File: config.mk
export PLATFORM = sky130hd
export DESIGN_NAME = ex_muldiv_flat
export DESIGN_NICKNAME = d
export VERILOG_FILES = /design/src/rtl/ex_muldiv_if.sv /design/src/rtl/ex_muldiv.sv /design/src/flat_wrapper.sv
export SDC_FILE = /design/constraint.sdc
export NUM_CORES = 1
export LEC_CHECK = 0
export BUFFER_PORTS_ARGS = -buffer_cell sky130_fd_sc_hd__clkbuf_2
export CORE_ASPECT_RATIO = 1.25
export CORE_MARGIN = 2
export CORE_UTILIZATION = 58
export CTS_BUF_LIST = sky130_fd_sc_hd__clkbuf_4 sky130_fd_sc_hd__clkbuf_8
export DETAILED_ROUTE_END_ITERATION = 10
export MAX_ROUTING_LAYER = met4
export PLACE_DENSITY = 0.8
export SYNTH_ARGS = -nofsm -noshare
export SYNTH_HDL_FRONTEND = slang
export SYNTH_SLANG_ARGS = --single-unit
File: constraint.sdc
create_clock -name clk -period 5.2 [get_ports clk]
set_input_delay 1.04 -clock clk [delete_from_list [all_inputs] [get_ports clk]]
set_output_delay 1.04 -clock clk [all_outputs]
set_load 0.01 [all_outputs]
File: src/rtl/ex_muldiv_if.sv
// rtl/ex_muldiv_if.sv - request/response bundle between the EX stage and the mul/div unit
interface ex_muldiv_if #(
  parameter int XLEN = 32
);
  logic            start;
  logic            flush;
  logic [2:0]      op;
  logic [XLEN-1:0] a;
  logic [XLEN-1:0] b;
  logic [4:0]      rd_in;
  logic            busy;
  logic            done;
  logic [XLEN-1:0] result;
  logic [4:0]      rd_out;

  // EX stage side: issues requests, watches busy/done
  modport master (
    output start, flush, op, a, b, rd_in,
    input  busy, done, result, rd_out
  );

  // mul/div unit side
  modport slave (
    input  start, flush, op, a, b, rd_in,
    output busy, done, result, rd_out
  );
endinterface

File: src/rtl/ex_muldiv.sv
// rtl/ex_muldiv.sv - iterative RV32M multiply/divide unit for the execute stage
module ex_muldiv #(
  parameter int XLEN = 32
) (
  input logic        clk,
  input logic        rst,
  ex_muldiv_if.slave bus
);

  localparam int              CW      = $clog2(XLEN);
  localparam logic [CW-1:0]   LAST    = CW'(XLEN - 1);
  localparam logic [XLEN-1:0] MIN_NEG = {1'b1, {(XLEN-1){1'b0}}};

  typedef enum logic [1:0] {
    IDLE  = 2'd0,
    CALC  = 2'd1,
    FIXUP = 2'd2,
    DONE  = 2'd3
  } state_t;

  state_t          state;
  logic [2:0]      op_q;
  logic [4:0]      rd_q;
  logic            sign_a;
  logic            sign_b;
  // rem doubles as the product high half during multiplies
  logic [XLEN-1:0] rem;
  // quo holds the multiplier / dividend bits and collects product low half / quotient bits
  logic [XLEN-1:0] quo;
  // dvs is the multiplicand for multiplies and the divisor for divides
  logic [XLEN-1:0] dvs;
  logic [CW-1:0]   cnt;

  logic            in_sign_a;
  logic            in_sign_b;
  logic [XLEN-1:0] mag_a;
  logic [XLEN-1:0] mag_b;
  logic            fast;
  logic [XLEN-1:0] fast_res;

  logic [XLEN:0]   trial;
  logic            ge;
  logic [XLEN-1:0] sub_lo;
  logic [XLEN:0]   sum;

  logic [2*XLEN-1:0] prod;
  logic [2*XLEN-1:0] prod_fix;
  logic [XLEN-1:0]   fix_res;

  // operand signs and magnitudes as seen on the accept cycle
  always_comb begin
    in_sign_a = 1'b0;
    in_sign_b = 1'b0;
    case (bus.op)
      3'd1, 3'd4, 3'd6: begin
        in_sign_a = bus.a[XLEN-1];
        in_sign_b = bus.b[XLEN-1];
      end
      3'd2: in_sign_a = bus.a[XLEN-1];
      default: ;
    endcase
    mag_a = in_sign_a ? (~bus.a + 1'b1) : bus.a;
    mag_b = in_sign_b ? (~bus.b + 1'b1) : bus.b;
  end

  // divide-by-zero and signed overflow bypass the iteration entirely
  always_comb begin
    fast     = 1'b0;
    fast_res = '0;
    if (bus.op[2]) begin
      if (bus.b == '0) begin
        fast     = 1'b1;
        fast_res = bus.op[1] ? bus.a : '1;
      end else if (!bus.op[0] && bus.a == MIN_NEG && bus.b == '1) begin
        fast     = 1'b1;
        fast_res = bus.op[1] ? '0 : bus.a;
      end
    end
  end

  // one radix-2 step: restoring divide trial and shift-add multiply
  always_comb begin
    trial  = {rem, quo[XLEN-1]};
    ge     = (trial >= {1'b0, dvs});
    sub_lo = trial[XLEN-1:0] - dvs;
    sum    = {1'b0, rem} + (quo[0] ? {1'b0, dvs} : '0);
  end

  // sign correction and half/quotient/remainder selection for FIXUP
  always_comb begin
    prod     = {rem, quo};
    prod_fix = (sign_a ^ sign_b) ? (~prod + 1'b1) : prod;
    case (op_q)
      3'd0:             fix_res = prod_fix[XLEN-1:0];
      3'd1, 3'd2, 3'd3: fix_res = prod_fix[2*XLEN-1:XLEN];
      3'd4, 3'd5:       fix_res = (sign_a ^ sign_b) ? (~quo + 1'b1) : quo;
      default:          fix_res = sign_a ? (~rem + 1'b1) : rem;
    endcase
  end

  // control FSM and datapath registers; flush overrides everything but reset
  always_ff @(posedge clk or posedge rst) begin
    if (rst) begin
      state      <= IDLE;
      bus.busy   <= 1'b0;
      bus.done   <= 1'b0;
      bus.result <= '0;
      bus.rd_out <= '0;
      op_q       <= '0;
      rd_q       <= '0;
      sign_a     <= 1'b0;
      sign_b     <= 1'b0;
      rem        <= '0;
      quo        <= '0;
      dvs        <= '0;
      cnt        <= '0;
    end else if (bus.flush) begin
      state    <= IDLE;
      bus.busy <= 1'b0;
      bus.done <= 1'b0;
    end else begin
      case (state)
        IDLE, DONE: begin
          bus.done <= 1'b0;
          state    <= IDLE;
          if (bus.start) begin
            op_q   <= bus.op;
            rd_q   <= bus.rd_in;
            sign_a <= in_sign_a;
            sign_b <= in_sign_b;
            rem    <= '0;
            cnt    <= '0;
            if (bus.op[2]) begin
              dvs <= mag_b;
              quo <= mag_a;
            end else begin
              dvs <= mag_a;
              quo <= mag_b;
            end
            if (fast) begin
              state      <= DONE;
              bus.done   <= 1'b1;
              bus.result <= fast_res;
              bus.rd_out <= bus.rd_in;
            end else begin
              state    <= CALC;
              bus.busy <= 1'b1;
            end
          end
        end
        CALC: begin
          cnt <= cnt + 1'b1;
          if (op_q[2]) begin
            rem <= ge ? sub_lo : trial[XLEN-1:0];
            quo <= {quo[XLEN-2:0], ge};
          end else begin
            rem <= sum[XLEN:1];
            quo <= {sum[0], quo[XLEN-1:1]};
          end
          if (cnt == LAST) begin
            state <= FIXUP;
          end
        end
        FIXUP: begin
          state      <= DONE;
          bus.busy   <= 1'b0;
          bus.done   <= 1'b1;
          bus.result <= fix_res;
          bus.rd_out <= rd_q;
        end
        default: begin
          state    <= IDLE;
          bus.busy <= 1'b0;
          bus.done <= 1'b0;
        end
      endcase
    end
  end

endmodule

File: src/flat_wrapper.sv
// flat-port wrapper written by rule: the top's interface ports become plain ports
module ex_muldiv_flat 
#(
  parameter int XLEN = 32
)
  (clk, rst, bus_start, bus_flush, bus_op, bus_a, bus_b, bus_rd_in, bus_busy, bus_done, bus_result, bus_rd_out);
  ex_muldiv_if #(.XLEN(XLEN)) bus_i ();
  input logic clk;
  input logic rst;
  input wire logic [$bits(bus_i.start)-1:0] bus_start;
  input wire logic [$bits(bus_i.flush)-1:0] bus_flush;
  input wire logic [$bits(bus_i.op)-1:0] bus_op;
  input wire logic [$bits(bus_i.a)-1:0] bus_a;
  input wire logic [$bits(bus_i.b)-1:0] bus_b;
  input wire logic [$bits(bus_i.rd_in)-1:0] bus_rd_in;
  output wire logic [$bits(bus_i.busy)-1:0] bus_busy;
  output wire logic [$bits(bus_i.done)-1:0] bus_done;
  output wire logic [$bits(bus_i.result)-1:0] bus_result;
  output wire logic [$bits(bus_i.rd_out)-1:0] bus_rd_out;
  assign bus_i.start = bus_start;
  assign bus_i.flush = bus_flush;
  assign bus_i.op = bus_op;
  assign bus_i.a = bus_a;
  assign bus_i.b = bus_b;
  assign bus_i.rd_in = bus_rd_in;
  assign bus_busy = bus_i.busy;
  assign bus_done = bus_i.done;
  assign bus_result = bus_i.result;
  assign bus_rd_out = bus_i.rd_out;
  ex_muldiv #(.XLEN(XLEN)) u_core (.clk(clk), .rst(rst), .bus(bus_i));
endmodule
==> results.json <==
{
  "ys_ff_latch": 152,
  "timing.final.ws_setup_ps": 1020,
  "area_growth_syn_to_layout_pct": 7.00,
  "power.density_nw_per_um2": 725,
  "grt_max_degree": 79,
  "n_antenna_cell": 0,
  "min_period_ps": 4180,
  "first_global_vias": 16000,
  "ys_async_sr_fraction_pct": 100,
  "track_usage_pct": 44.4,
  "fin_nets": 2306,
  "finalHoldViolCount": 0,
  "min-delay-path-class": "flip-flop to flip-flop",
  "critical_path_class": "flip-flop to flip-flop",
  "grt-ovfl-total": 0,
  "clk_latency_ps": 490,
  "wl_per_cell_um": 24.4,
  "chipHeight_um": 189,
  "slew_viol_final": 0,
  "ctsResizeCount": 0,
  "yosysWarnings": 0,
  "p_sw_w": 0.00684,
  "end_kind": "flip-flop",
  "timing.fmax_mhz": 239,
  "htree_levels": 4,
  "vias": 17100,
  "finalCritPeriodShare_pct": 80.3,
  "slowest_stage": "o41ai_1",
  "fin_tns_setup_ps": 0,
  "die_x_um": 152,
  "hold_depth": 2,
  "ctsHoldBuffers": 0,
  "hp-start": "u_core.dvs[19]",
  "syn_area_per_cell_um2": 7.39,
  "setup_viol": 0,
  "synth_area_leaders": "dfrtp_1 (24%), a21oi_1 (7.7%), nor2_1 (6.4%)",
  "cts_tree": "yes",
  "numCtsBuffers": 17,
  "core_um2": 26800,
  "p_int_w": 0.00542,
  "synth_edf_count": 0,
  "routed_wl_um": 61200,
  "comb_power_share_pct": 71.7,
  "clkTransAtPathRegs_ps": 90,
  "synthCells": 2139,
  "crit_required_ps": 5590,
  "syn-num-nets": 2290,
  "syn_area_um2": 15800,
  "holdPathEnd": "u_core.dvs[19]",
  "drv_cap": 0,
  "synth_top_cell_area_share_pct": 24.1,
  "p_seq_share_pct": 20.6,
  "status": "finished, final reports clean",
  "crit_top_cell": "nor2_1",
  "power.share.clock_pct": 7.7,
  "rows": 67,
  "critPathMaxFanout": 23,
  "fillerInstances": 2513,
  "max_stage_delay_ps": 540,
  "ys_types": 88,
  "gp_congestion": 1.11,
  "dpl.hpwl_um": 47100,
  "drt_first_iter_violations": 1476,
  "clock_path_buffers": 2,
  "pre_cts_ws_ps": 628,
  "dr.pass1.iters": 7,
  "antenna_found_initial": 2,
  "leakagePower_nw": 7.25,
  "root_buffer": "clkbuf_8",
  "rsz0062_at_grt": "false",
  "synth_seq_area_share_pct": 24.1,
  "drc": 0,
  "ys.flop_type": "dfrtp_1",
  "maxSlewHeadroom_pct": 28.5,
  "grt_pass1_wl_um": 93400,
  "cts.sinks": 152,
  "fin_skew_ps": 26.8,
  "io_pins": 115,
  "r2r_setup_slack_ps": 1020,
  "worst_pin_slew_ps": 1060,
  "r2r_end": "u_core.rem[21]",
  "synth_area_leader_cell": "dfrtp_1",
  "critPathLaunch": "u_core.quo[0]",
  "p_sw_share_pct": 55.8,
  "via_per_inst": 6.80,
  "die_area_um2": 28600,
  "dp.cells": 2481,
  "reg2reg_depth": 13,
  "drive_gt1_share_pct": 12.4,
  "final_cell_count_no_fill": 2513,
  "start_util_pct": 58.9,
  "r2r-start": "u_core.quo[0]",
  "cts_setup_buffers": 0,
  "setup.worst_path.start_class": "flip-flop",
  "ant_nets": 0,
  "portBuffers": 114,
  "vdd_drop_max_uv": 453,
  "crit_path_cell_trace": "inv_1, buf_4, nor2_1, ha_1, and3_1, o211ai_1, a31oi_1, o21ai_0, o2bb2ai_1, o41ai_1, xor2_1, nor2_1, o31ai_1",
  "arrival_ps": 4560
}
## cells in the final DEF (no fill, tap or decap), drive strengths merged, types with 54 or more instances in the layout
cell and count:
ha 73, o21ai 179, nor3 54, dfrtp 152
nor2 269, clkbuf 131, nand2 174, inv 75
a21oi 243, xor2 88, xnor2 93
## layout make-up
class,instances,area [um^2],area share (%)
Clock buffer,18,248,1.46
Clock inverter,14,138,0.813
Inverter,71,272,1.60
Multi-Input combinational cell,1760,11200,66.0
Sequential cell,152,3800,22.5
Tap cell,345,432,2.55
Timing Repair Buffer,153,866,5.12
## worst max-delay path, delay by kind of cell (launching register included)
family | cells | cell delay, ps
AO/OA/AOI/OAI | 6 | 1810
adder cells (fa/ha/maj) | 1 | 410
flip-flops | 1 | 490
XOR/XNOR | 1 | 190
AND/OR/NAND/NOR | 3 | 360
buffers and inverters | 2 | 820
## cell families after synthesis
| logic type | Yosys count | synth area share [%] |
|---|---|---|
| AO/OA/AOI/OAI | 728 | 28.5 |
| flip-flops | 152 | 24.1 |
| multiplexers | 69 | 4.74 |
| AND/OR/NAND/NOR | 707 | 21.0 |
| adder cells (fa/ha/maj) | 75 | 6.03 |
| buffers and inverters | 227 | 5.67 |
| XOR/XNOR | 181 | 10.0 |
## Yosys cell counts, types with 21 or more instances
cell,number
nor2_1,269
a21oi_1,243
nand2_1,174
o21ai_0,159
dfrtp_1,152
clkbuf_1,127
xnor2_1,93
xor2_1,88
ha_1,73
inv_1,68
nor3_1,54
mux2_2,47
a211oi_1,43
o22ai_1,41
nand3_1,40
a21o_1,34
o31ai_1,29
nand4_1,26
nor4_1,24
mux2i_1,22
o21a_1,21
## how the worst max path moves through the flow
stage	depth (start not counted)	end	slack [ps]
after CTS	10	u_core.bus.result[28]	1130
after detailed placement	10	u_core.bus.result[28]	630
after floorplan	1	u_core.bus.busy	70
final	13	u_core.rem[21]	1020
after global placement	10	u_core.bus.result[11]	790
after global routing	10	u_core.bus.result[11]	780
## state kept, by name, indices dropped and copies added (netlist names)
| signal | flops |
|---|---|
| u_core.op_q | 3 |
| u_core.bus.done | 1 |
| u_core.rd_q | 5 |
| u_core.sign_b | 1 |
| u_core.cnt | 5 |
| u_core.bus.rd_out | 5 |
| u_core.rem | 32 |
| u_core.state | 2 |
| u_core.bus.busy | 1 |
| u_core.bus.result | 32 |
| u_core.sign_a | 1 |
| u_core.quo | 32 |
| u_core.dvs | 32 |
## power groups by stage
stage	Combinational [W]	Clock, W	Sequential [W]
floorplan	0.00630	0	0.00217
global placement	0.00839	0	0.00248
detailed placement	0.00850	0	0.00250
CTS	0.00857	0.000947	0.00249
global route	0.00949	0.00100	0.00258
finish	0.00879	0.000944	0.00253
## metrics by stage
| stage | instance area [um^2] | util (%) | hold slack (ps) | power (W) |
|---|---|---|---|---|
| after global placement | 16500 | 61.6 | 456 | 0.0109 |
| after floorplan | 15800 | - | 445 | 0.00847 |
| after detailed placement | 16500 | 61.6 | 471 | 0.0110 |
| after CTS | 16900 | 63.1 | 492 | 0.0120 |
| after global routing | 16900 | 63.1 | 511 | 0.0131 |
| final | 16900 | 63.1 | 490 | 0.0123 |
## metal layers
layer	share of wire, %	up-vias	track usage [%]	wire, um
met3	7.6	241	6.46	4670
met1	38	8112	53.2	23100
met4	9.3	0	33.4	5690
met5	0	-	-	0
met2	45	931	67.1	27800
li1	-	7803	-	-
Power figures use the tool's default switching activity.
